[src/rtl/bus_cycle_ctrl.sv]
// Purpose : 8088 bus-cycle sequencer. Latches the multiplexed address on ALE, decodes it
//           into one of four active-low chip selects (MEM0, MEM1, IO0, IO1), inserts
//           per-region wait states by holding READY low, and pulses BUS_ERR on malformed
//           cycles.
// Latency : all outputs are registered. CS_N/ADDR_LAT appear 1 cycle after ALE is sampled,
//           and READY drops 1 cycle after the strobe is sampled.
// Backpressure: READY low = wait state. An early strobe release aborts the cycle.
// Ports   : CLK, RESET (sync, active-high) | ALE, IOM, RD/WR (active-low), Address[19:0]
//           -> ADDR_LAT[19:0], CS_N[3:0] (bit0 MEM0, bit1 MEM1, bit2 IO0, bit3 IO1),
//              READY, BUS_ERR (1-cycle pulse), BUSY (state != IDLE)
module bus_cycle_ctrl #(
    parameter int MEM0_WS     = 0,
    parameter int MEM1_WS     = 1,
    parameter int IO0_WS      = 2,
    parameter int IO1_WS      = 3,
    parameter int STB_TIMEOUT = 8
) (
    input  logic        CLK,
    input  logic        RESET,
    input  logic        ALE,
    input  logic        IOM,
    input  logic        RD,
    input  logic        WR,
    input  logic [19:0] Address,
    output logic [19:0] ADDR_LAT,
    output logic [3:0]  CS_N,
    output logic        READY,
    output logic        BUS_ERR,
    output logic        BUSY
);

    localparam int TO_W = $clog2(STB_TIMEOUT + 1);
    localparam logic [TO_W-1:0] TO_LAST = TO_W'(STB_TIMEOUT - 1);

    typedef enum logic [4:0] {
        S_IDLE = 5'b00001,
        S_ADDR = 5'b00010,
        S_WAIT = 5'b00100,
        S_XFER = 5'b01000,
        S_DONE = 5'b10000
    } state_t;

    state_t          r_state,    w_state;
    logic [1:0]      r_region,   w_region;
    logic [2:0]      r_wait_cnt, w_wait_cnt;
    logic [TO_W-1:0] r_to_cnt,   w_to_cnt;
    logic [19:0]     r_addr_lat, w_addr_lat;
    logic [3:0]      r_cs_n,     w_cs_n;
    logic            r_ready,    w_ready;
    logic            r_bus_err,  w_bus_err;
    logic            r_busy,     w_busy;

    logic            w_stb_one, w_stb_both, w_stb_none;
    logic [1:0]      w_dec_region;
    logic            w_dec_ok;
    logic [2:0]      w_ws_sel;

    // Strobes are active-low; exactly one low is a legal transfer request.
    assign w_stb_one  = (~RD) ^ (~WR);
    assign w_stb_both = ~RD & ~WR;
    assign w_stb_none = RD & WR;

    // Region index doubles as the CS_N bit position.
    always_comb begin
        w_dec_ok     = 1'b1;
        w_dec_region = 2'd0;
        if (!IOM) begin
            w_dec_region = Address[19] ? 2'd1 : 2'd0;
        end else if (Address[19:16] == 4'h0) begin
            w_dec_region = Address[15] ? 2'd3 : 2'd2;
        end else begin
            w_dec_ok = 1'b0;
        end
    end

    always_comb begin
        case (r_region)
            2'd0:    w_ws_sel = 3'(MEM0_WS);
            2'd1:    w_ws_sel = 3'(MEM1_WS);
            2'd2:    w_ws_sel = 3'(IO0_WS);
            default: w_ws_sel = 3'(IO1_WS);
        endcase
    end

    always_comb begin
        w_state    = r_state;
        w_region   = r_region;
        w_wait_cnt = r_wait_cnt;
        w_to_cnt   = r_to_cnt;
        w_addr_lat = r_addr_lat;
        w_cs_n     = r_cs_n;
        w_ready    = r_ready;
        w_bus_err  = 1'b0;

        case (r_state)
            S_IDLE: begin
                w_cs_n  = 4'hF;
                w_ready = 1'b1;
                if (ALE) begin
                    w_addr_lat = Address;
                    if (w_dec_ok) begin
                        w_region = w_dec_region;
                        w_cs_n   = ~(4'b0001 << w_dec_region);
                        w_to_cnt = '0;
                        w_state  = S_ADDR;
                    end else begin
                        w_bus_err = 1'b1;
                    end
                end
            end
            S_ADDR: begin
                if (w_stb_both) begin
                    w_bus_err = 1'b1;
                    w_cs_n    = 4'hF;
                    w_to_cnt  = '0;
                    w_state   = S_IDLE;
                end else if (w_stb_one) begin
                    w_to_cnt   = '0;
                    w_wait_cnt = w_ws_sel;
                    if (w_ws_sel == 3'd0) begin
                        w_ready = 1'b1;
                        w_state = S_XFER;
                    end else begin
                        w_ready = 1'b0;
                        w_state = S_WAIT;
                    end
                end else if (r_to_cnt >= TO_LAST) begin
                    w_bus_err = 1'b1;
                    w_cs_n    = 4'hF;
                    w_to_cnt  = '0;
                    w_state   = S_IDLE;
                end else begin
                    w_to_cnt = r_to_cnt + 1'b1;
                end
            end
            S_WAIT: begin
                if (w_stb_none) begin
                    // Strobe withdrawn before the wait completed: quiet abort.
                    w_ready    = 1'b1;
                    w_cs_n     = 4'hF;
                    w_wait_cnt = 3'd0;
                    w_state    = S_IDLE;
                end else if (r_wait_cnt <= 3'd1) begin
                    // Counter saturates at 0; READY rises on the edge it would hit 0.
                    w_wait_cnt = 3'd0;
                    w_ready    = 1'b1;
                    w_state    = S_XFER;
                end else begin
                    w_wait_cnt = r_wait_cnt - 3'd1;
                end
            end
            S_XFER: begin
                w_ready = 1'b1;
                if (w_stb_none) begin
                    w_cs_n  = 4'hF;
                    w_state = S_DONE;
                end
            end
            S_DONE: begin
                // Turnaround cycle; ALE here is deliberately ignored.
                w_cs_n  = 4'hF;
                w_ready = 1'b1;
                w_state = S_IDLE;
            end
            default: begin
                w_cs_n  = 4'hF;
                w_ready = 1'b1;
                w_state = S_IDLE;
            end
        endcase

        w_busy = (w_state != S_IDLE);
    end

    always_ff @(posedge CLK) begin
        if (RESET) begin
            r_state    <= S_IDLE;
            r_region   <= 2'd0;
            r_wait_cnt <= 3'd0;
            r_to_cnt   <= '0;
            r_addr_lat <= 20'h0;
            r_cs_n     <= 4'hF;
            r_ready    <= 1'b1;
            r_bus_err  <= 1'b0;
            r_busy     <= 1'b0;
        end else begin
            r_state    <= w_state;
            r_region   <= w_region;
            r_wait_cnt <= w_wait_cnt;
            r_to_cnt   <= w_to_cnt;
            r_addr_lat <= w_addr_lat;
            r_cs_n     <= w_cs_n;
            r_ready    <= w_ready;
            r_bus_err  <= w_bus_err;
            r_busy     <= w_busy;
        end
    end

    assign ADDR_LAT = r_addr_lat;
    assign CS_N     = r_cs_n;
    assign READY    = r_ready;
    assign BUS_ERR  = r_bus_err;
    assign BUSY     = r_busy;

endmodule

[config.mk]
export PLATFORM = sky130hd
export DESIGN_NAME = bus_cycle_ctrl
export DESIGN_NICKNAME = d
export VERILOG_FILES = /design/src/rtl/bus_cycle_ctrl.sv
export SDC_FILE = /design/constraint.sdc
export NUM_CORES = 1
export LEC_CHECK = 0
export BUFFER_PORTS_ARGS = -buffer_cell sky130_fd_sc_hd__buf_4
export CAP_MARGIN = 20
export CORE_MARGIN = 3
export CORE_UTILIZATION = 50
export CTS_CLUSTER_DIAMETER = 100
export DETAILED_ROUTE_END_ITERATION = 10
export PLACE_DENSITY_LB_ADDON = 0.05
export SLEW_MARGIN = 20
export SYNTH_ARGS = -nofsm -noshare
export SYNTH_HDL_FRONTEND = slang
export SYNTH_SLANG_ARGS = --single-unit
[constraint.sdc]
create_clock -name CLK -period 2.2 [get_ports CLK]
set_input_delay 0.55 -clock CLK [delete_from_list [all_inputs] [get_ports CLK]]
set_output_delay 0.55 -clock CLK [all_outputs]
set_load 0.005 [all_outputs]
==> metrics list, run 1 <==
- The run finished with clean final reports.
- Share of synthesized area spent on multiplexers: 0.558%
* Number of DRC markers after the initial detailed-route iteration: 84
- Number of gates resized after cts: 0
* Period minus WS final: 1.83 ns
- Syn Area/Cell: 8.15 um^2
- Placed Instance Area: 0.00223 mm^2
- Worst EP arrival: 2.12 ns
- Internal power component: 1.15 mW
* Via count: 1683
- Kind of start point of the critical path: register
- VDD sags by at most 0.516 mV.
* Post-Syn Area: 0.00179 mm^2
- Number of buffers inserted for hold repair after clock tree synthesis: 0
* Part of the total power dissipated in combinational logic: 13.8%
- Yosys synthesis warning count: 0
- Of the total power, registers draw 52.3%.
- The share of synthesized area in the top cell type comes to 45.8%.
- Once the floorplan was initialized, standard cells occupied 52.9% of the core.
* Class of the worst hold path: in -> reg
- Row generation in the floorplan step produced 21 rows.
- After clock tree synthesis, the clock-pin slew on the worst setup and hold paths is 0.12 ns.
* Post-Syn Instances: 220
* Layout Cell Area excl Fill: 0.00232 mm^2
- Count of final setup violators: 0
- In this run, synthesis produced a sequential element count of 41.
- Total CTS buffers: 5
* Clock skew: 0.00564 ns
* Die width: 65.9 um
* Max transition margin: 53.9%
* Xor/xnor cell area share of the yosys netlist: 0%
- Switching share of power: 24.2%
* Port Buffer Count: 52
- For this run the aggregate overflow at the end of global routing stands at 0.
* Final critical-path setup slack: 0.371 ns
* Sequential-to-total area share from yosys stat: 45.8%
- CTS built an H-tree with a depth of 2.
- Counting every net in the synthesized netlist gives 251.
* Final antenna-violating net count: 0
- Based on the critical path, the design can be clocked at up to 547 MHz.
- Summing the areas of all fa, ha and maj instances in the mapped netlist gives 3.49% of the synthesized area.
- Across every metal layer, demand over resource in global routing totals 20.0%.
* Area of the core: 0.00339 mm^2
- After detailed routing, the average wire length per cell comes to 12.8 um.
- Summed over all nets, the switching power comes to 0.367 mW.
- Max_cap viols: 0
* Final Hold Viols: 0
- Max Fanout on Critical Path: 5
- Clock tree root buffer cell: clkbuf_4
- In this run the count of I/O pins placed on the die edge is 53.
- For the pin with the worst max-slew slack, the measured transition is 0.683 ns.
- Final HPWL DP: 3000 um
* Worst hold margin: 0.434 ns
- Clock latency reported for the late side of the worst-skew pair: 0.35 ns
- Timing analysis after detailed placement gives a worst setup slack of 0.107 ns.
- Combinational family with the most area after synthesis: simple AND/OR/NAND/NOR gates
- Die Ht: 65.9 um
- For this design the static power due to leakage is 0.959 nW.
- Type of the setup path with the least slack: reg -> reg
- Core utilization of the finished layout: 68.3%
- In this run, the clock network consumes 33.9% of the power.
- The completed layout was analyzed and its total power is 1.52 mW.
- Total detailed-routing wirelength: 4090 um
- Final cell count without fillers: 320
- Main area contributors after synthesis: dfxtp_1 (46%), nand2_1 (9.6%), a21oi_1 (8.4%), ha_1 (3.5%), nor2b_1 (2.8%)
- The first TritonRoute pass finished after 4 iterations.
- Final Max Tran Viols: 0
- Synth area leader: dfxtp_1
* Critical Path RT: 2.49 ns
- Number of fill cells in the layout: 295
- Vias in the first global route: 1516
- Kind of end point of the critical path: register
* Maximum number of pins on one net before global-route repair: 36
- Weighted congestion reported at the end of routability-driven placement: 0.847
- The die covers 0.00434 mm^2.
* Fin crit share: 83.1%
* Proportion of layout cells with a drive suffix above 1: 25.2%
* Diode insertion count for antenna repair: 0
- Number of flops mapped to enable cells by yosys: 0
- The tree built by TritonCTS fans out to 41 sinks.
* Placed insts: 312
* Share of synthesized cell area in and, or, nand and nor gates: 24.9%
* DRC: 0
* Initial antenna violation count: 0
- Synthesis-to-layout area growth: 29.2%
- Complex-gate fraction of the synthesized area: 21.4%
* Clock tree from TritonCTS: done
- Setup total negative slack on the finished layout was measured at 0 ns.
- Power per standard cell area: 655 mW/mm^2
- The most used flip-flop cell after synthesis is dfxtp_1.
- Post-CTS setup-driven buffer insertion count: 0
- The clock passes through at most 2 buffers.
- Vias per cell: 5.26
* Async S/R FF share, synth: 0%
- In this run, distinct cell masters in the synthesized netlist total 37.
- The net count of the finished layout is 304.
* RSZ-0062 raised after global routing: no
- The first global-routing pass estimated 6720 um of wire.
-- cells in the mapped netlist (all sizes together) (4+ instances only) --
library cell  count
nand2            46
dfxtp            41
a21oi            30
nor2             14
o21ai            10
inv               9
nor2b             8
clkbuf            7
nand3             7
ha                5
nor3              5
nand2b            4
-- power groups by stage --
| stage | sequential, mW | clock, mW | combinational, mW |
|---|---|---|---|
| 3_5_place_dp | 0.809 | 0 | 0.211 |
| 6_report | 0.792 | 0.515 | 0.209 |
| 2_1_floorplan | 0.810 | 0 | 0.103 |
| 4_1_cts | 0.793 | 0.530 | 0.212 |
| 5_1_grt | 0.796 | 0.562 | 0.235 |
| 3_3_place_gp | 0.809 | 0 | 0.209 |
-- cells by family after synthesis --
| kind of cell | Yosys count |
|---|---|
| simple gates | 94 |
| compound gates | 61 |
| flops | 41 |
| buf+inv | 18 |
| fa+ha+maj | 5 |
| mux | 1 |
-- final timing paths --
check                              end  cells past startpoint                startpoint  slack, ns
max           r_to_cnt[3]$_SDFFE_PP0P_                      5  r_to_cnt[0]$_SDFFE_PP0P_       0.37
min          ADDR_LAT[12]$_SDFFE_PP0P_                      3               Address[12]       0.43
max reg2reg   r_to_cnt[3]$_SDFFE_PP0P_                      5  r_to_cnt[0]$_SDFFE_PP0P_       0.37
min reg2reg   ADDR_LAT[8]$_SDFFE_PP0P_                      2  ADDR_LAT[8]$_SDFFE_PP0P_       0.46
-- registers in the layout (all words and copies together) (netlist names) --
signal,flops
READY,1
ADDR_LAT,20
CS_N,4
r_wait_cnt,3
BUSY,1
r_region,2
r_state,5
r_to_cnt,4
BUS_ERR,1
-- cells in the final DEF, fill, tap and decap left out, drive strengths merged, types with 2 or more instances in the layout --
master and instances:
a211oi 3, a21o 3, a21oi 30, a31oi 3
and4 2, buf 55, clkbuf 6, dfxtp 41
ha 5, inv 9, nand2 46, nand2b 4
nand3 7, nand4 2, nor2 14, nor2b 8
nor3 5, nor4 2, o21ai 10
-- routing by layer --
metal,vias up,part of all wire (%),track usage (%)
li1,871,-,-
met1,753,45,24.4
met2,53,47,33.7
met3,6,6.1,4.25
met4,0,1.6,8.55
met5,-,0,0
-- layout make-up --
type | instances | area [um^2] | share of cell area [%]
clock buffers | 6 | 51.3 | 2.22
multi-input cells | 161 | 902 | 39.0
well taps | 46 | 57.6 | 2.49
clock inverters | 2 | 37.5 | 1.62
flip-flops and latches | 41 | 821 | 35.4
repair buffers | 55 | 413 | 17.8
inverters | 9 | 33.8 | 1.46
-- worst max-delay path, cell delays in order (launching register included) --
cell,delay (ns)
dfxtp_1,0.36
ha_1,0.21
a21oi_1,0.36
nor4b_2,0.54
nand4_1,0.15
a21oi_1,0.15
Power figures use the tool's default switching activity.
==> inputs of run 2 (changes only) <==
--- a/config.mk
+++ b/config.mk
@@ -8,7 +8,7 @@
 export BUFFER_PORTS_ARGS = -buffer_cell sky130_fd_sc_hd__buf_4
 export CAP_MARGIN = 20
 export CORE_MARGIN = 3
-export CORE_UTILIZATION = 50
+export CORE_UTILIZATION = 46
 export CTS_CLUSTER_DIAMETER = 100
 export DETAILED_ROUTE_END_ITERATION = 10
 export PLACE_DENSITY_LB_ADDON = 0.05
==> constraint.sdc (replaced) <==
create_clock -name CLK -period 1.55 [get_ports CLK]
set_input_delay 0.3875 -clock CLK [delete_from_list [all_inputs] [get_ports CLK]]
set_output_delay 0.3875 -clock CLK [all_outputs]
set_load 0.005 [all_outputs]
==> run 2 against run 1 <==
Effect of this change: total power is 53% higher; critical endpoint is now r_to_cnt[2]$_SDFFE_PP0P_; clock power is 61% higher; clock skew hardly changed; flip-flop and latch count stayed put; sequential share of layout area is 5.0 points lower; combinational power is 72% higher; via count is 7.7% higher; final area is 17% higher; register-to-register slack worse by 0.33 ns; non-clock buffer count is 34 higher; die area is 7.9% higher.
==> metrics list, run 2 (synthesis results as in run 1) <==
- The run finished with clean final reports.
- In this run the critical register-to-register path is launched from r_wait_cnt[1]$_SDFFE_PP0P_.
* Die width: 68.4 um (+3.9%)
* Minimum setup slack among reg-to-reg paths: 0.04 ns (-0.33 ns)
* Vias per cell: 5.11 (-2.9%)
- Largest stage delay on the critical path: 0.42 ns (-0.12 ns)
* Total overflow reported by the global router: 0 (unchanged)
* Clock skew: 0.00569 ns (+0.0000497 ns)
- The clock latency at the later pin of the worst-skew pair was 0.29 ns (-0.06 ns).
* Clock tree from TritonCTS: done
- The number of fill cells came to 303 (+2.7%).
- The critical path ends at r_to_cnt[2]$_SDFFE_PP0P_.
- Count of final setup violators: 0 (unchanged)
- Power per standard cell area: 853 mW/mm^2 (+30%)
- The effective utilization at floorplan came to 48.2% (-4.6 points).
- The overall die area was 0.00468 mm^2 (+7.9%).
- The number of cells traversed by the worst hold path is 3 (unchanged).
- The global-route usage over all layers is 20.9% (+0.92 points).
- VDD IR-drop max: 0.532 mV (+3.0%)
* Vias in the first global route: 1591 (+4.9%)
- Critical Path RT: 1.74 ns (-0.75 ns)
* Initial antenna violation count: 0 (unchanged)
- Final Max Tran Viols: 0 (unchanged)
* Commonest cells after routing, fill and taps aside: buf_4 (87), nand2_1 (46), dfxtp_1 (36)
* Flip-flop count of the largest register after layout: 20 (unchanged)
- Type of the setup path with the least slack: in -> reg
- WL per Instance: 13.4 um (+5.0%)
- Maximum number of pins on one net before global-route repair: 26 (-28%)
- Compared with the post-synthesis result, the final layout area differs by 51.5%.
* Max Fanout on Critical Path: 6 (+1)
* Category of cells accounting for the largest share of critical-path delay: compound AO/OA/AOI/OAI gates
- The number of clock buffers inserted by TritonCTS was 5 (unchanged).
- The number of nets with antenna violations after routing was 0 (unchanged).
- Highest-delay cell along the critical path: o41a_1
- The number of design rule violations left after detail routing is 0 (unchanged).
- Clock transition at the register clock pins on the worst setup and hold paths after CTS: 0.08 ns (-0.04 ns)
* Total detailed-routing wirelength: 4770 um (+17%)
- Total Neg Setup Slack: 0 ns (unchanged)
- Kind of start point of the critical path: input pin
- The actual slew at the worst max-slew pin is 0.357 ns (-0.326 ns).
* Die Ht: 68.4 um (+3.9%)
* Worst EP arrival: 1.71 ns (-0.41 ns)
- In this run the critical register-to-register path is captured at READY$_SDFFE_PP1P_.
* Port Buffer Count: 52 (unchanged)
- Max transition margin: 76.0% (+22 points)
- The iteration-0 DRC count of the detailed router was 92 (+9.5%).
- The count of cells along the worst register-to-register path was 7 (+2).
* Diode insertion count for antenna repair: 0 (unchanged)
- Net count, final: 338 (+11%)
- Post-Place Setup Slack: -0.290 ns (-0.397 ns)
- Worst setup startpoint: Address[17]
- Fin crit share: 98.0%
- Timing-limited maximum frequency: 658 MHz
* P_leak: 1.15 nW (+20%)
- Worst hold margin: 0.339 ns (-0.0954 ns)
- The total number of vias came to 1813 (+7.7%).
- Kind of end point of the critical path: register
- Weighted congestion reported at the end of routability-driven placement: 0.833 (-1.7%)
* WP depth: 5 (unchanged)
- The row count is 22 (+4.8%).
- Global-route wire length before repair: 7360 um (+9.6%)
- Clock tree root buffer cell: clkbuf_8
- The area of the placeable core was 0.00372 mm^2 (+9.6%).
- The number of buffers between clock root and the deepest sink was 2 (unchanged).
- RSZ-0062 raised after global routing: yes
- Final HPWL DP: 3390 um (+13%)
* Buf+Inv Stages, Crit Path: 1 (+1)
- Most frequent standard cell in the layout excluding fill and tap cells: buf_4
* Number of sinks driven by the clock tree: 41 (unchanged)
- The share of final-layout standard cells stronger than drive strength 1 came to 40.4% (+15 points).
* Number of placed I/O pins: 53 (unchanged)
* Period minus WS final: 1.52 ns
- The max-cap check violation count came to 0 (unchanged).
- Final Hold Viols: 0 (unchanged)
- Detailed-routing iteration count for the pre-antenna-repair pass: 4 (unchanged)
- The signal on the critical path passes through buf_4 -> o41a_1 -> and4b_2 -> a2bb2o_4 -> o221a_1.
- Level count of the clock H-tree: 2 (unchanged)
- Final critical-path setup slack: 0.0303 ns (-0.340 ns)
- Class of the worst hold path: in -> reg
-- run 2: worst min path at each step --
| stage | end | from |
|---|---|---|
| 2_1_floorplan | r_to_cnt[3]$_SDFFE_PP0P_ | r_to_cnt[3]$_SDFFE_PP0P_ |
| 3_3_place_gp | ADDR_LAT[14]$_SDFFE_PP0P_ | ADDR_LAT[14]$_SDFFE_PP0P_ |
| 3_5_place_dp | ADDR_LAT[16]$_SDFFE_PP0P_ | ADDR_LAT[16]$_SDFFE_PP0P_ |
| 4_1_cts | ADDR_LAT[12]$_SDFFE_PP0P_ | Address[12] |
| 5_1_grt | ADDR_LAT[8]$_SDFFE_PP0P_ | Address[8] |
| 6_report | ADDR_LAT[12]$_SDFFE_PP0P_ | Address[12] |
-- run 2: cell type report --
type / instances / area, um^2 / share of cell area (%)
inverters: 9 / 33.8 / 1.24
clock inverters: 2 / 35.0 / 1.29
well taps: 48 / 60.1 / 2.21
repair buffers: 89 / 684 / 25.2
multi-input cells: 161 / 1010 / 37.1
flip-flops and latches: 41 / 827 / 30.4
clock buffers: 5 / 68.8 / 2.53
-- run 2: per-stage QoR --
step | utilization (%) | power (mW) | std cells | instance area (um^2)
after floorplan | - | 1.30 | 220 | 1800
after global placement | 67.2 | 1.49 | 347 | 2500
after global routing | 73.1 | 2.42 | 355 | 2720
after CTS | 70.6 | 2.32 | 355 | 2630
final | 73.1 | 2.32 | 355 | 2720
after detailed placement | 67.2 | 1.50 | 347 | 2500
-- run 2: worst reg2reg max path, delay by kind of cell, from the launching register on --
family / cells / cell delay (ns)
AOI/OAI and AO/OA: 4 / 0.67
DFF: 1 / 0.33
buffers and inverters: 2 / 0.24
adders and majority gates: 1 / 0.18
-- run 2: layer usage --
metal,global-route usage (%),wire length [um],vias up
li1,-,-,939
met1,28.5,2240,821
met2,33.0,2250,47
met3,5.42,222,6
met4,4.47,60,0
met5,0,0,-
-- run 2: power breakdown --
group | leakage (nW) | internal, mW | switching, mW
Sequential | 0.336 | 1.10 | 0.0262
Combinational | 0.757 | 0.192 | 0.169
Clock | 0.0540 | 0.468 | 0.362
Total | 1.15 | 1.76 | 0.557
-- run 2: what timing repair did --
item	in CTS	in global routing
hold buffers	0	0
buffers inserted	1	0
pin swaps	3	6
setup endpoints to repair	10	15
endpoints found under the hold margin	0	0
gates resized for setup	6	25
